`config.mk`:
```
export PLATFORM = sky130hd
export DESIGN_NAME = error_code_encoder
export DESIGN_NICKNAME = d
export VERILOG_FILES = /design/src/rtl/error_code_encoder.sv
export SDC_FILE = /design/constraint.sdc
export NUM_CORES = 1
export LEC_CHECK = 0
export CORE_MARGIN = 2
export CORE_UTILIZATION = 58
export CTS_CLUSTER_SIZE = 16
export DETAILED_ROUTE_END_ITERATION = 10
export DONT_BUFFER_PORTS = 1
export PLACE_DENSITY = 0.76
export SYNTH_ARGS = -nofsm -noshare
export SYNTH_HDL_FRONTEND = slang
export SYNTH_SLANG_ARGS = --single-unit
```
`constraint.sdc`:
```
create_clock -name clk -period 3.4 [get_ports clk]
set_clock_uncertainty 0.2 [all_clocks]
set_input_delay 0.17 -clock clk [delete_from_list [all_inputs] [get_ports clk]]
set_output_delay 0.17 -clock clk [all_outputs]
set_load 0.02 [all_outputs]
```
`src/rtl/error_code_encoder.sv`:
```
// Transmit side of the 3-bit error-code link: sticky error flags, drop counter,
// and a two-state sender that encodes each pending snapshot onto a valid/ready handshake.
module error_code_encoder #(
  parameter logic [2:0] CODE_PARITY   = 3'd0,
  parameter logic [2:0] CODE_TIMEOUT  = 3'd3,
  parameter logic [2:0] CODE_OVERFLOW = 3'd5,
  parameter logic [2:0] CODE_MULTI    = 3'd7,
  parameter int unsigned DROP_W       = 8
) (
  input  logic              clk,
  input  logic              rst,
  input  logic              parity_evt,
  input  logic              timeout_evt,
  input  logic              overflow_evt,
  output logic [2:0]        err_code,
  output logic              err_valid,
  input  logic              err_ready,
  output logic              err_multi,
  output logic [2:0]        pending,
  output logic [DROP_W-1:0] drop_cnt
);

  // state | meaning
  // IDLE  | nothing presented, waiting for a pending flag
  // SEND  | err_code/err_multi presented with err_valid=1
  typedef enum logic {IDLE = 1'b0, SEND = 1'b1} state_t;

  localparam logic [DROP_W+1:0] DROP_MAX = {2'b00, {DROP_W{1'b1}}};

  state_t            state_q, state_d;
  logic [2:0]        err_code_q, err_code_d;
  logic              err_multi_q, err_multi_d;
  logic [2:0]        pending_q, pending_d;
  logic [DROP_W-1:0] drop_cnt_q, drop_cnt_d;

  logic [2:0]        evt;
  logic [2:0]        clear_mask;
  logic [2:0]        drop_hit;
  logic [1:0]        drop_inc;
  logic [DROP_W+1:0] drop_sum;
  logic              capture;
  logic              snap_multi;

  assign evt        = {overflow_evt, timeout_evt, parity_evt};
  assign snap_multi = (pending_q[0] & pending_q[1]) | (pending_q[0] & pending_q[2]) |
                      (pending_q[1] & pending_q[2]);

  always_comb begin
    state_d     = state_q;
    err_code_d  = err_code_q;
    err_multi_d = err_multi_q;
    capture     = 1'b0;

    case (state_q)
      IDLE: begin
        capture = (pending_q != 3'b000);
      end
      SEND: begin
        if (err_ready) begin
          capture = (pending_q != 3'b000);
          if (!capture) begin
            state_d = IDLE;
          end
        end
      end
      default: state_d = IDLE;
    endcase

    if (capture) begin
      state_d     = SEND;
      err_multi_d = snap_multi;
      if (snap_multi) begin
        err_code_d = CODE_MULTI;
      end else begin
        case (pending_q)
          3'b001:  err_code_d = CODE_PARITY;
          3'b010:  err_code_d = CODE_TIMEOUT;
          default: err_code_d = CODE_OVERFLOW;
        endcase
      end
    end
  end

  // Set wins over clear, so a same-cycle event of a captured type is re-armed, not dropped.
  always_comb begin
    clear_mask = capture ? pending_q : 3'b000;
    pending_d  = (pending_q & ~clear_mask) | evt;
    drop_hit   = evt & pending_q & ~clear_mask;
    drop_inc   = {1'b0, drop_hit[0]} + {1'b0, drop_hit[1]} + {1'b0, drop_hit[2]};
    drop_sum   = {2'b00, drop_cnt_q} + {{DROP_W{1'b0}}, drop_inc};
    drop_cnt_d = (drop_sum > DROP_MAX) ? {DROP_W{1'b1}} : drop_sum[DROP_W-1:0];
  end

  always_ff @(posedge clk) begin
    if (rst) begin
      state_q     <= IDLE;
      err_code_q  <= CODE_PARITY;
      err_multi_q <= 1'b0;
      pending_q   <= 3'b000;
      drop_cnt_q  <= '0;
    end else begin
      state_q     <= state_d;
      err_code_q  <= err_code_d;
      err_multi_q <= err_multi_d;
      pending_q   <= pending_d;
      drop_cnt_q  <= drop_cnt_d;
    end
  end

  assign err_valid = (state_q == SEND);
  assign err_code  = err_code_q;
  assign err_multi = err_multi_q;
  assign pending   = pending_q;
  assign drop_cnt  = drop_cnt_q;

endmodule

```
### Word-level counts from Yosys, hierarchy flattened

Cells that the tools add are included.
Widths: inputs -> output; s select.

| cells by class | value |
|---|---|
| add/subtract/negate cells | 3 |
| order comparisons | 1 |
| equality and inequality tests | 2 |
| mux-type cells | 10 |
| bitwise operators | 11 |
| reduce and logical (&&, ||, !) cells | 1 |

Operators with widths:

| cell | number |
|---|---|
| $add 8x2->9 | 1 |
| $and 3x3->3 | 3 |
| $gt 9x8->1 const B | 1 |
| $mux 8 | 1 |
| $mux 3 | 2 |
| $pmux 3 s2 | 1 |
| $mux 1 | 5 |
| $and 1x1->1 | 3 |
| $eq 3x1->1 const B | 1 |
| $eq 3x2->1 const B | 1 |
| $not 3->3 | 1 |
| $or 3x3->3 | 1 |
| $reduce_bool 3->1 | 1 |
| $add 1x1->2 | 1 |
| $add 2x1->2 | 1 |
| $or 1x1->1 | 2 |
| $pmux 1 s2 | 1 |
| $not 1->1 | 1 |

| word-level totals | value |
|---|---|
| bits in registers | 16 |
| bits of input ports | 6 |
| output and inout port bits | 16 |
| word-level logic and storage cells | 33 |

### Longest topological paths before layout

Gate-level depths: netlist of the first run.

| logic depth | value |
|---|---|
| depth after elaboration | 11 |
| mapped depth | 11 |
| gate-level depth less buffers | 10 |

### Worst setup path after synthesis of the first run

Ideal clock, no wire load.

| timing path | value |
|---|---|
| path kind | register to register |
| start point | register state_q (netlist: err_valid) |
| end point | register drop_cnt_q[0] (netlist: drop_cnt[0]) |
| library setup time | 71 ps |
| data arrival time | 2,544 ps |
| data required time | 3,129 ps |
| path slack | 585 ps |
| stages on the path, launching flop included | 12 |
| path buffers | 1 |
| period minus slack after synthesis | 2,815 ps |
| cells stage by stage | dfxtp_1 nor2b_1 buf_2 nand3_1 fa_1 inv_1 ha_1 inv_1 fa_1 and3b_1 nand3_1 a21oi_1 |

| between the ends | value |
|---|---|
| cells in the longest elaborated chain, start to end | 10 |

RTL lines:

| element | line | text |
|---|---|---|
| from (decl) | 30 | `state_t state_q, state_d;` |
| from (signal assigned) | 102 | `state_q <= state_d;` |
| $not 1->1 | 54 | `case (state_q)` |
| $pmux 1 s2 * | 54 |  |
| $mux 3 * | 86 | `clear_mask = capture ? pending_q : 3'b000;` |
| $not 3->3 * | 88 | `drop_hit = evt & pending_q & ~clear_mask;` |
| $and 3x3->3 * | 88 |  |
| $add 1x1->2 | 89 | `drop_inc = {1'b0, drop_hit[0]} + {1'b0, drop_hit[1]} + {1'b0, drop_hit[2]};` |
| $add 2x1->2 * | 89 |  |
| $add 8x2->9 * | 90 | `drop_sum = {2'b00, drop_cnt_q} + {{DROP_W{1'b0}}, drop_inc};` |
| $gt 9x8->1 | 91 | `drop_cnt_d = (drop_sum > DROP_MAX) ? {DROP_W{1'b1}} : drop_sum[DROP_W-1:0];` |
| $mux 8 * | 91 |  |
| to (signal assigned) | 106 | `drop_cnt_q <= drop_cnt_d;` |
| to (decl) | 34 | `logic [DROP_W-1:0] drop_cnt_q, drop_cnt_d;` |

Every way passes the cells marked *; elsewhere a longest branch is shown, timed or not.
A chain may end at the register's enable or synchronous reset.

### Worst setup path in the final report of the first run

| timing path | value |
|---|---|
| start point | register state_q (netlist: err_valid) |
| end point | register drop_cnt_q[1] (netlist: drop_cnt[1]) |

The elaborated chain is that of the path after synthesis.

==> impl_metrics.json, run 1 <==
{
  "outcome": "finished clean",
  "max-slew-margin-rel_pct": 61.76,
  "hpwlAfterDp_um": 976.8,
  "setup_viol": 0,
  "grt_overflow": 0,
  "clockBufferDepth": 2,
  "hold_ws_ns": 0.09845,
  "synth-seq-area-share_pct": 41.90,
  "hold_buffers": 5,
  "synthArstFlopShare_pct": 0,
  "rsz0062_at_grt": "false",
  "grt_max_degree": 17,
  "htree_num_levels": 1,
  "synth_area_sq_um": 764.5,
  "ys_types": 26,
  "fp-row-count": 13,
  "port_buffers": 0,
  "io_pins": 22,
  "drc_errors": 0,
  "fin_crit_ns": 3.021,
  "hold_viol": 0,
  "synth_edf_count": 0,
  "stdcell_area_sq_um": 864.6,
  "ant_nets": 0,
  "max_freq_mhz": 331.0,
  "drv_slew": 0,
  "synth_top_area_share_pct": 41.90,
  "root_buffer": "clkbuf_4",
  "synth_ff_type": "dfxtp_1",
  "vdd_drop_max_mv": 0.2643,
  "pre_cts_slack_ns": 0.3826,
  "antenna_found_initial": 0,
  "syn_nets": 101,
  "die_w_um": 40.31,
  "setup_slack_ns": 0.3790,
  "clk_latency_ns": 0.28,
  "num_vias": 620,
  "yosys_warnings": 0,
  "synth_common_cells": "16 x dfxtp_1, 12 x a21oi_1, 10 x inv_1",
  "yosys-top-cells-area": "dfxtp_1 42%, a21oi_1 7.9%, fa_1 5.2%",
  "end_kind": "flop",
  "syn_inst": 91,
  "avgRoutedWirePerCell_um": 12.26,
  "die_h_um": 40.31,
  "setup_tns_ns": 0,
  "via_per_inst": 5.536,
  "worstSetupPathType": "reg -> reg",
  "clkSinkCount": 16,
  "fin_crit_sh_pct": 88.85,
  "synth_seq_cells": 16,
  "critPathMaxFanout": 10,
  "critical_path_required_ns": 3.41,
  "startpoint_type": "flop",
  "drive_gt1_share_pct": 9.278,
  "antenna_cells": 0,
  "gp_congestion": 0.8047,
  "cts_tree": "yes",
  "grt_pass1_wl_mm": 2.111,
  "cp.arrival_ns": 3.03,
  "power_density_nw_per_um2": 420.6,
  "finalWirelength_mm": 1.373,
  "grt_usage_pct": 20.67,
  "final_nets": 108,
  "synth.most_common_cell": "dfxtp_1",
  "initial_core_util_pct": 60.26,
  "clk_pin_slew_ns": 0.09,
  "first_global_vias": 539,
  "drt_pass1_iterations": 4,
  "min_path_type": "in -> reg",
  "max-cap-violations": 0,
  "post_dp_cell_area_sq_um": 778.2,
  "yosys.area.top_type": "dfxtp_1",
  "fillCellCount": 101,
  "avgSynthCellArea_sq_um": 8.401,
  "coreArea_sq_um": 1269,
  "numCtsBuffers": 3,
  "die-area_sq_um": 1624,
  "power.leakage_nw": 0.3532,
  "tightest_slew_ns": 0.5716,
  "first_iter_violations": 23,
  "post_cts_buffers": 0,
  "ctsResizeCount": 0,
  "area.growth.synth_to_final_pct": 13.09
}
cell usage in the layout, fill, tap and decap left out, types with 2 or more instances in the layout:
master         instances
dfxtp_1               16
a21oi_1               12
inv_1                 10
o21ai_0                8
nor2_1                 5
dlygate4sd3_1          5
nand3_1                4
nand2_1                4
a31oi_1                4
clkbuf_4               3
nor2b_1                2
and3_1                 2
nor3_1                 2
a21o_1                 2
or3_1                  2
fa_1                   2
ha_1                   2
buf_4                  2
critical path: stages, from the launching register on:
cell     delay [ns]
dfxtp_1        0.46
nor2b_1        0.17
buf_4          0.16
nand3_1        0.12
fa_1           0.46
inv_1          0.06
ha_1           0.16
inv_1          0.05
fa_1           0.41
and3b_1        0.31
nand3_1        0.18
a21oi_1        0.21
cell type report:
| cell class | instances | area, sq um | share of cell area [%] |
|---|---|---|---|
| Multi-Input combinational cell | 60 | 386.6 | 44.72 |
| Inverter | 10 | 37.54 | 4.342 |
| Clock buffer | 4 | 36.28 | 4.197 |
| Sequential cell | 16 | 320.3 | 37.05 |
| Timing Repair Buffer | 7 | 65.06 | 7.525 |
| Tap cell | 15 | 18.77 | 2.171 |
sequential cells by signal, summed over array words and instances, names as in the netlist:
name and cells:
err_code 3, err_multi 1, err_valid 1, drop_cnt 8, pending 3
stage by stage:
stage / std cells / total power [mW] / util [%]
2_1_floorplan: 91 / 0.2351 / -
3_3_place_gp: 103 / 0.2381 / 61.34
3_5_place_dp: 103 / 0.2388 / 61.34
4_1_cts: 112 / 0.3699 / 68.15
5_1_grt: 112 / 0.3819 / 68.15
6_report: 112 / 0.3636 / 68.15
logic make-up (layout without fill, tap and decap cells):
kind of cell	after synthesis	count (layout)	share of synthesized area (%)
buf+inv	15	21	7.528
fa+ha+maj	5	5	9.820
flops	16	16	41.90
compound gates	29	29	21.77
xor+xnor	1	1	1.146
simple gates	25	25	17.84
power breakdown:
group	switching (mW)	leakage (nW)	internal (mW)	total, mW
Combinational	0.0162	0.201	0.0147	0.0309
Clock	0.0571	0.0210	0.0651	0.122
Sequential	0.0154	0.131	0.195	0.211
worst paths after layout:
| kind | startpoint | to | slack [ns] | depth (start not counted) |
|---|---|---|---|---|
| max | err_valid | drop_cnt[1] | 0.38 | 11 |
| min | err_ready | pending[1] | 0.1 | 4 |
| max reg2reg | err_valid | drop_cnt[1] | 0.38 | 11 |
| min reg2reg | err_code[1] | err_code[1] | 0.38 | 2 |
per-layer routing:
metal / up-vias / GRT usage (%) / part of all wire [%]
met4: 0 / 15.00 / 0.95
met2: 13 / 35.08 / 49
met3: 2 / 6.111 / 5.8
met1: 278 / 21.45 / 44
li1: 327 / - / -
met5: - / 0 / 0
Power figures use the tool's default switching activity.
==> inputs of run 2 (changes only) <==
--- a/config.mk
+++ b/config.mk
@@ -6,11 +6,11 @@
 export NUM_CORES = 1
 export LEC_CHECK = 0
 export CORE_MARGIN = 2
-export CORE_UTILIZATION = 58
+export CORE_UTILIZATION = 45
 export CTS_CLUSTER_SIZE = 16
 export DETAILED_ROUTE_END_ITERATION = 10
 export DONT_BUFFER_PORTS = 1
-export PLACE_DENSITY = 0.76
+export PLACE_DENSITY = 0.62
 export SYNTH_ARGS = -nofsm -noshare
 export SYNTH_HDL_FRONTEND = slang
 export SYNTH_SLANG_ARGS = --single-unit
==> impl_metrics.json, run 2 (synthesis gave the netlist of run 1 again) <==
{
  "grt_overflow": 0,
  "final_common_cell": "dfxtp_1",
  "fin_crit_ns": 2.868,
  "worstSetupPathType": "reg -> reg",
  "die-area_sq_um": 2044,
  "critPathMaxFanout": 9,
  "port_buffers": 0,
  "fp-row-count": 14,
  "ctsResizeCount": 0,
  "num_vias": 626,
  "ant_nets": 0,
  "power.leakage_nw": 0.3592,
  "min_path_type": "in -> reg",
  "gp_congestion": 0.7282,
  "vdd_drop_max_mv": 0.2974,
  "numCtsBuffers": 3,
  "avgRoutedWirePerCell_um": 12.84,
  "dp_cells": 105,
  "hold_viol": 0,
  "max-slew-margin-rel_pct": 62.59,
  "power_density_nw_per_um2": 424.6,
  "area.growth.synth_to_final_pct": 14.24,
  "power.total_mw": 0.3708,
  "final_nets": 109,
  "fin_crit_sh_pct": 84.36,
  "drt_pass1_iterations": 4,
  "grt_max_degree": 17,
  "rr_endpoint": "drop_cnt[5]",
  "hold-path-cell-count": 3,
  "drive_gt1_share_pct": 10.20,
  "initial_core_util_pct": 49.59,
  "pre_cts_slack_ns": 0.5406,
  "clkSinkCount": 16,
  "fillCellCount": 136,
  "tightest_slew_ns": 0.5593,
  "setup_slack_ns": 0.5318,
  "hold_buffers": 5,
  "r2r_slack_ns": 0.53,
  "setup_viol": 0,
  "drv_slew": 0,
  "die_w_um": 45.22,
  "io_pins": 22,
  "max-cap-violations": 0,
  "first_iter_violations": 6,
  "hp-start": "err_ready",
  "grt_usage_pct": 16.93,
  "finalWirelength_mm": 1.464,
  "largest_reg_flops": 8,
  "coreArea_sq_um": 1541,
  "root_buffer": "clkbuf_4",
  "rsz0062_at_grt": "false",
  "first_global_vias": 592,
  "hold_path_end": "err_code[2]",
  "clk_pin_slew_ns": 0.09,
  "die_h_um": 45.22,
  "clk_latency_ns": 0.29,
  "layout_common_cells": "16 x dfxtp_1, 12 x a21oi_1, 10 x inv_1",
  "r2r_cells": 9,
  "worstReg2RegStart": "pending[2]",
  "outcome": "finished clean",
  "grt_pass1_wl_mm": 2.470,
  "startpoint_type": "flop",
  "setup_tns_ns": 0,
  "end_kind": "flop",
  "drc_errors": 0,
  "htree_num_levels": 1,
  "antenna_found_initial": 0,
  "cp.arrival_ns": 2.89,
  "max_freq_mhz": 348.6,
  "antenna_cells": 0,
  "post_cts_buffers": 0,
  "critical_path_required_ns": 3.42,
  "hpwlAfterDp_mm": 1.021,
  "via_per_inst": 5.491,
  "cts_tree": "yes",
  "clockBufferDepth": 2,
  "instances_no_fill": 114
}
-- run 2: layer usage --
metal / GRT usage, % / vias up / wire, um
met5: 0 / - / 0
met4: 7.059 / 0 / 26
met3: 7.600 / 4 / 94
met2: 27.14 / 16 / 697
met1: 19.46 / 277 / 645
li1: - / 329 / -
-- run 2: power by group --
part	switching, mW	total, mW	internal [mW]	leakage, nW
Sequential	0.0139	0.209	0.195	0.131
Combinational	0.0182	0.0346	0.0164	0.207
Clock	0.0619	0.127	0.0653	0.0210
-- run 2: layout make-up --
class                      count  area [sq um]  area share [%]
sequential                    16         320.3           36.68
timing repair buffer           8         72.57           8.309
multi-input combinational     60         386.6           44.27
tap                           16         20.02           2.292
clock buffer                   4         36.28           4.155
inverter                      10         37.54           4.298
-- run 2: critical path, cell delays in order (launching register included) --
cell and delay (ns):
dfxtp_1 0.61, nand3_1 0.15, fa_1 0.45, inv_1 0.07, ha_1 0.17, inv_1 0.06, fa_1 0.40, and3b_1 0.31
nand3_1 0.19, a31oi_1 0.19
-- run 2: worst max-delay path by stage --
stage                     from     endpoint  slack (ns)  cells after the start
finish              pending[2]  drop_cnt[5]        0.53                      9
global route         err_valid  drop_cnt[5]        0.35                     11
CTS                  err_valid  drop_cnt[0]        0.52                     11
detailed placement  pending[2]  drop_cnt[5]        0.54                      9
global placement    pending[2]  drop_cnt[0]        0.58                      9
floorplan            err_valid  drop_cnt[0]        0.58                     11
-- run 2: per-stage QoR --
| stage | cell area [sq um] | utilization, % | hold WS [ns] |
|---|---|---|---|
| after floorplan | 764.5 | - | 0.03907 |
| after global placement | 787.0 | 51.06 | 0.04152 |
| after detailed placement | 787.0 | 51.06 | 0.04224 |
| after CTS | 873.3 | 56.66 | 0.04135 |
| after global routing | 873.3 | 56.66 | 0.06763 |
| final | 873.3 | 56.66 | 0.04285 |
==> inputs of run 3 (changes only) <==
--- a/config.mk
+++ b/config.mk
@@ -5,6 +5,7 @@
 export SDC_FILE = /design/constraint.sdc
 export NUM_CORES = 1
 export LEC_CHECK = 0
+export ABC_AREA = 1
 export CORE_MARGIN = 2
 export CORE_UTILIZATION = 45
 export CTS_CLUSTER_SIZE = 16
==> constraint.sdc (replaced) <==
create_clock -name clk -period 2.8 [get_ports clk]
set_clock_uncertainty 0.2 [all_clocks]
set_input_delay 0.14 -clock clk [delete_from_list [all_inputs] [get_ports clk]]
set_output_delay 0.14 -clock clk [all_outputs]
set_load 0.02 [all_outputs]
==> impl_metrics.json, run 3 <==
{
  "outcome": "finished clean",
  "grt_usage_pct": 16.12,
  "hold_ws_ns": 0.003935,
  "r2r_cells": 17,
  "fp-row-count": 15,
  "post_dp_cell_area_sq_um": 865.8,
  "drv_slew": 0,
  "min_path_type": "in -> reg",
  "drt_pass1_iterations": 3,
  "antenna_found_initial": 0,
  "root_buffer": "clkbuf_4",
  "io_pins": 22,
  "numCtsBuffers": 3,
  "end_kind": "flop",
  "avgRoutedWirePerCell_um": 10.41,
  "worstSetupPathType": "reg -> reg",
  "initial_core_util_pct": 46.89,
  "synth.most_common_cell": "nand2_1",
  "synth_seq_cells": 16,
  "setup_viol": 0,
  "synth-seq-area-share_pct": 40.00,
  "first_global_vias": 636,
  "gp_congestion": 0.8550,
  "yosys-top-cells-area": "dfxtp_1 40%, nand2_1 12%, inv_1 10%",
  "syn_nets": 122,
  "setup_tns_ns": 0,
  "grt_overflow": 0,
  "fin_crit_sh_pct": 92.99,
  "first_iter_violations": 9,
  "die-area_sq_um": 2133,
  "fin_crit_ns": 2.604,
  "clk_latency_ns": 0.27,
  "critical_path_required_ns": 2.83,
  "cp.arrival_ns": 2.63,
  "critPathMaxFanout": 6,
  "max-slew-margin-rel_pct": 71.64,
  "synthArstFlopShare_pct": 0,
  "setup_slack_ns": 0.1962,
  "fillCellCount": 168,
  "startpoint_type": "flop",
  "yosys.area.top_type": "dfxtp_1",
  "pre_cts_slack_ns": 0.03984,
  "worstReg2RegStart": "err_valid",
  "coreArea_sq_um": 1708,
  "final_nets": 140,
  "largest_reg_flops": 8,
  "final_common_cell": "nand2_1",
  "die_w_um": 46.19,
  "drc_errors": 0,
  "yosys_warnings": 0,
  "area.growth.synth_to_final_pct": 26.09,
  "port_buffers": 0,
  "stdcell_area_sq_um": 1010,
  "power.leakage_nw": 0.4576,
  "clk_pin_slew_ns": 0.08,
  "max-cap-violations": 0,
  "htree_num_levels": 1,
  "num_vias": 704,
  "vdd_drop_max_mv": 0.2781,
  "synth_area_sq_um": 800.8,
  "r2r_slack_ns": 0.20,
  "syn_inst": 112,
  "max_freq_mhz": 384.1,
  "rr_endpoint": "drop_cnt[5]",
  "hold-path-cell-count": 4,
  "synth_ff_type": "dfxtp_1",
  "final_util_pct": 59.12,
  "rsz0062_at_grt": "false",
  "hp-start": "err_ready",
  "layout_common_cells": "24 x nand2_1, 21 x inv_1, 15 x dfxtp_1",
  "drive_gt1_share_pct": 19.53,
  "synth_edf_count": 0,
  "grt_max_degree": 12,
  "synth_common_cells": "25 x nand2_1, 22 x inv_1, 16 x dfxtp_1",
  "clkSinkCount": 16,
  "ys_types": 21,
  "via_per_inst": 4.601,
  "antenna_cells": 0,
  "power_density_nw_per_um2": 410.3,
  "cts_tree": "yes",
  "avgSynthCellArea_sq_um": 7.150,
  "synth_top_area_share_pct": 40.00,
  "tightest_slew_ns": 0.4240,
  "hold_path_end": "pending[0]",
  "hold_viol": 0,
  "finalWirelength_mm": 1.593,
  "clockBufferDepth": 2,
  "die_h_um": 46.19,
  "hpwlAfterDp_mm": 1.180,
  "grt_pass1_wl_mm": 2.352,
  "ant_nets": 0
}
==> run 3: area by class of cell <==
type | count | area, sq um | share of cell area, %
multi-input combinational | 72 | 422.9 | 41.88
sequential | 16 | 321.6 | 31.85
timing repair buffer | 14 | 125.1 | 12.39
inverter | 23 | 86.33 | 8.550
tap | 25 | 31.28 | 3.098
clock buffer | 3 | 22.52 | 2.230
==> run 3: logic make-up (layout without fill, tap and decap cells) <==
family	after synthesis	in the layout	synth area share (%)
compound gates	14	14	9.375
fa+ha+maj	4	4	8.125
xor+xnor	1	1	1.094
flops	16	16	40.00
buf+inv	24	40	11.25
simple gates	53	53	30.16
==> run 3: how the worst max path moves through the flow <==
| stage | from | to | slack (ns) |
|---|---|---|---|
| global placement | err_valid | drop_cnt[6] | 0.09 |
| CTS | err_valid | drop_cnt[6] | 0.03 |
| finish | err_valid | drop_cnt[5] | 0.20 |
| floorplan | err_valid | drop_cnt[6] | 0.0007 |
| global route | err_valid | drop_cnt[6] | 0.01 |
| detailed placement | err_valid | drop_cnt[6] | 0.04 |
==> run 3: where the power goes <==
| group | switching [mW] | total, mW | internal, mW |
|---|---|---|---|
| clock | 0.0627 | 0.113 | 0.0498 |
| sequential | 0.0113 | 0.248 | 0.236 |
| combinational | 0.0296 | 0.0540 | 0.0244 |
==> run 3: critical path, cell delays in order, from the launching register on <==
cell	delay, ns
dfxtp_2	0.33
inv_1	0.05
nor2_4	0.09
inv_2	0.06
nor2_4	0.11
nand2_2	0.06
fa_1	0.44
inv_1	0.07
ha_2	0.17
inv_1	0.05
fa_2	0.34
inv_1	0.08
nand2_2	0.07
inv_2	0.12
nand3_4	0.11
nand3_1	0.11
nand2_1	0.05
inv_1	0.05
==> run 3: metal layers <==
layer	share of wire (%)	vias to the layer above	global-route usage, %
met5	0	-	0
met4	1.8	0	10.29
met3	7.9	4	6.667
met2	48	21	27.50
met1	42	302	15.88
li1	-	377	-
==> run 3: metrics by stage <==
stage	total power [mW]	instances
final	0.4143	153
after global routing	0.4426	153
after CTS	0.4210	152
after detailed placement	0.2940	141
after global placement	0.2935	141
after floorplan	0.2827	112
==> run 3: timing repair <==
item	4_1_cts	5_1_grt
resized for setup	0	10
setup endpoints to repair	0	7
setup buffers	0	1
endpoints found under the hold margin	16	0
hold buffers	8	0
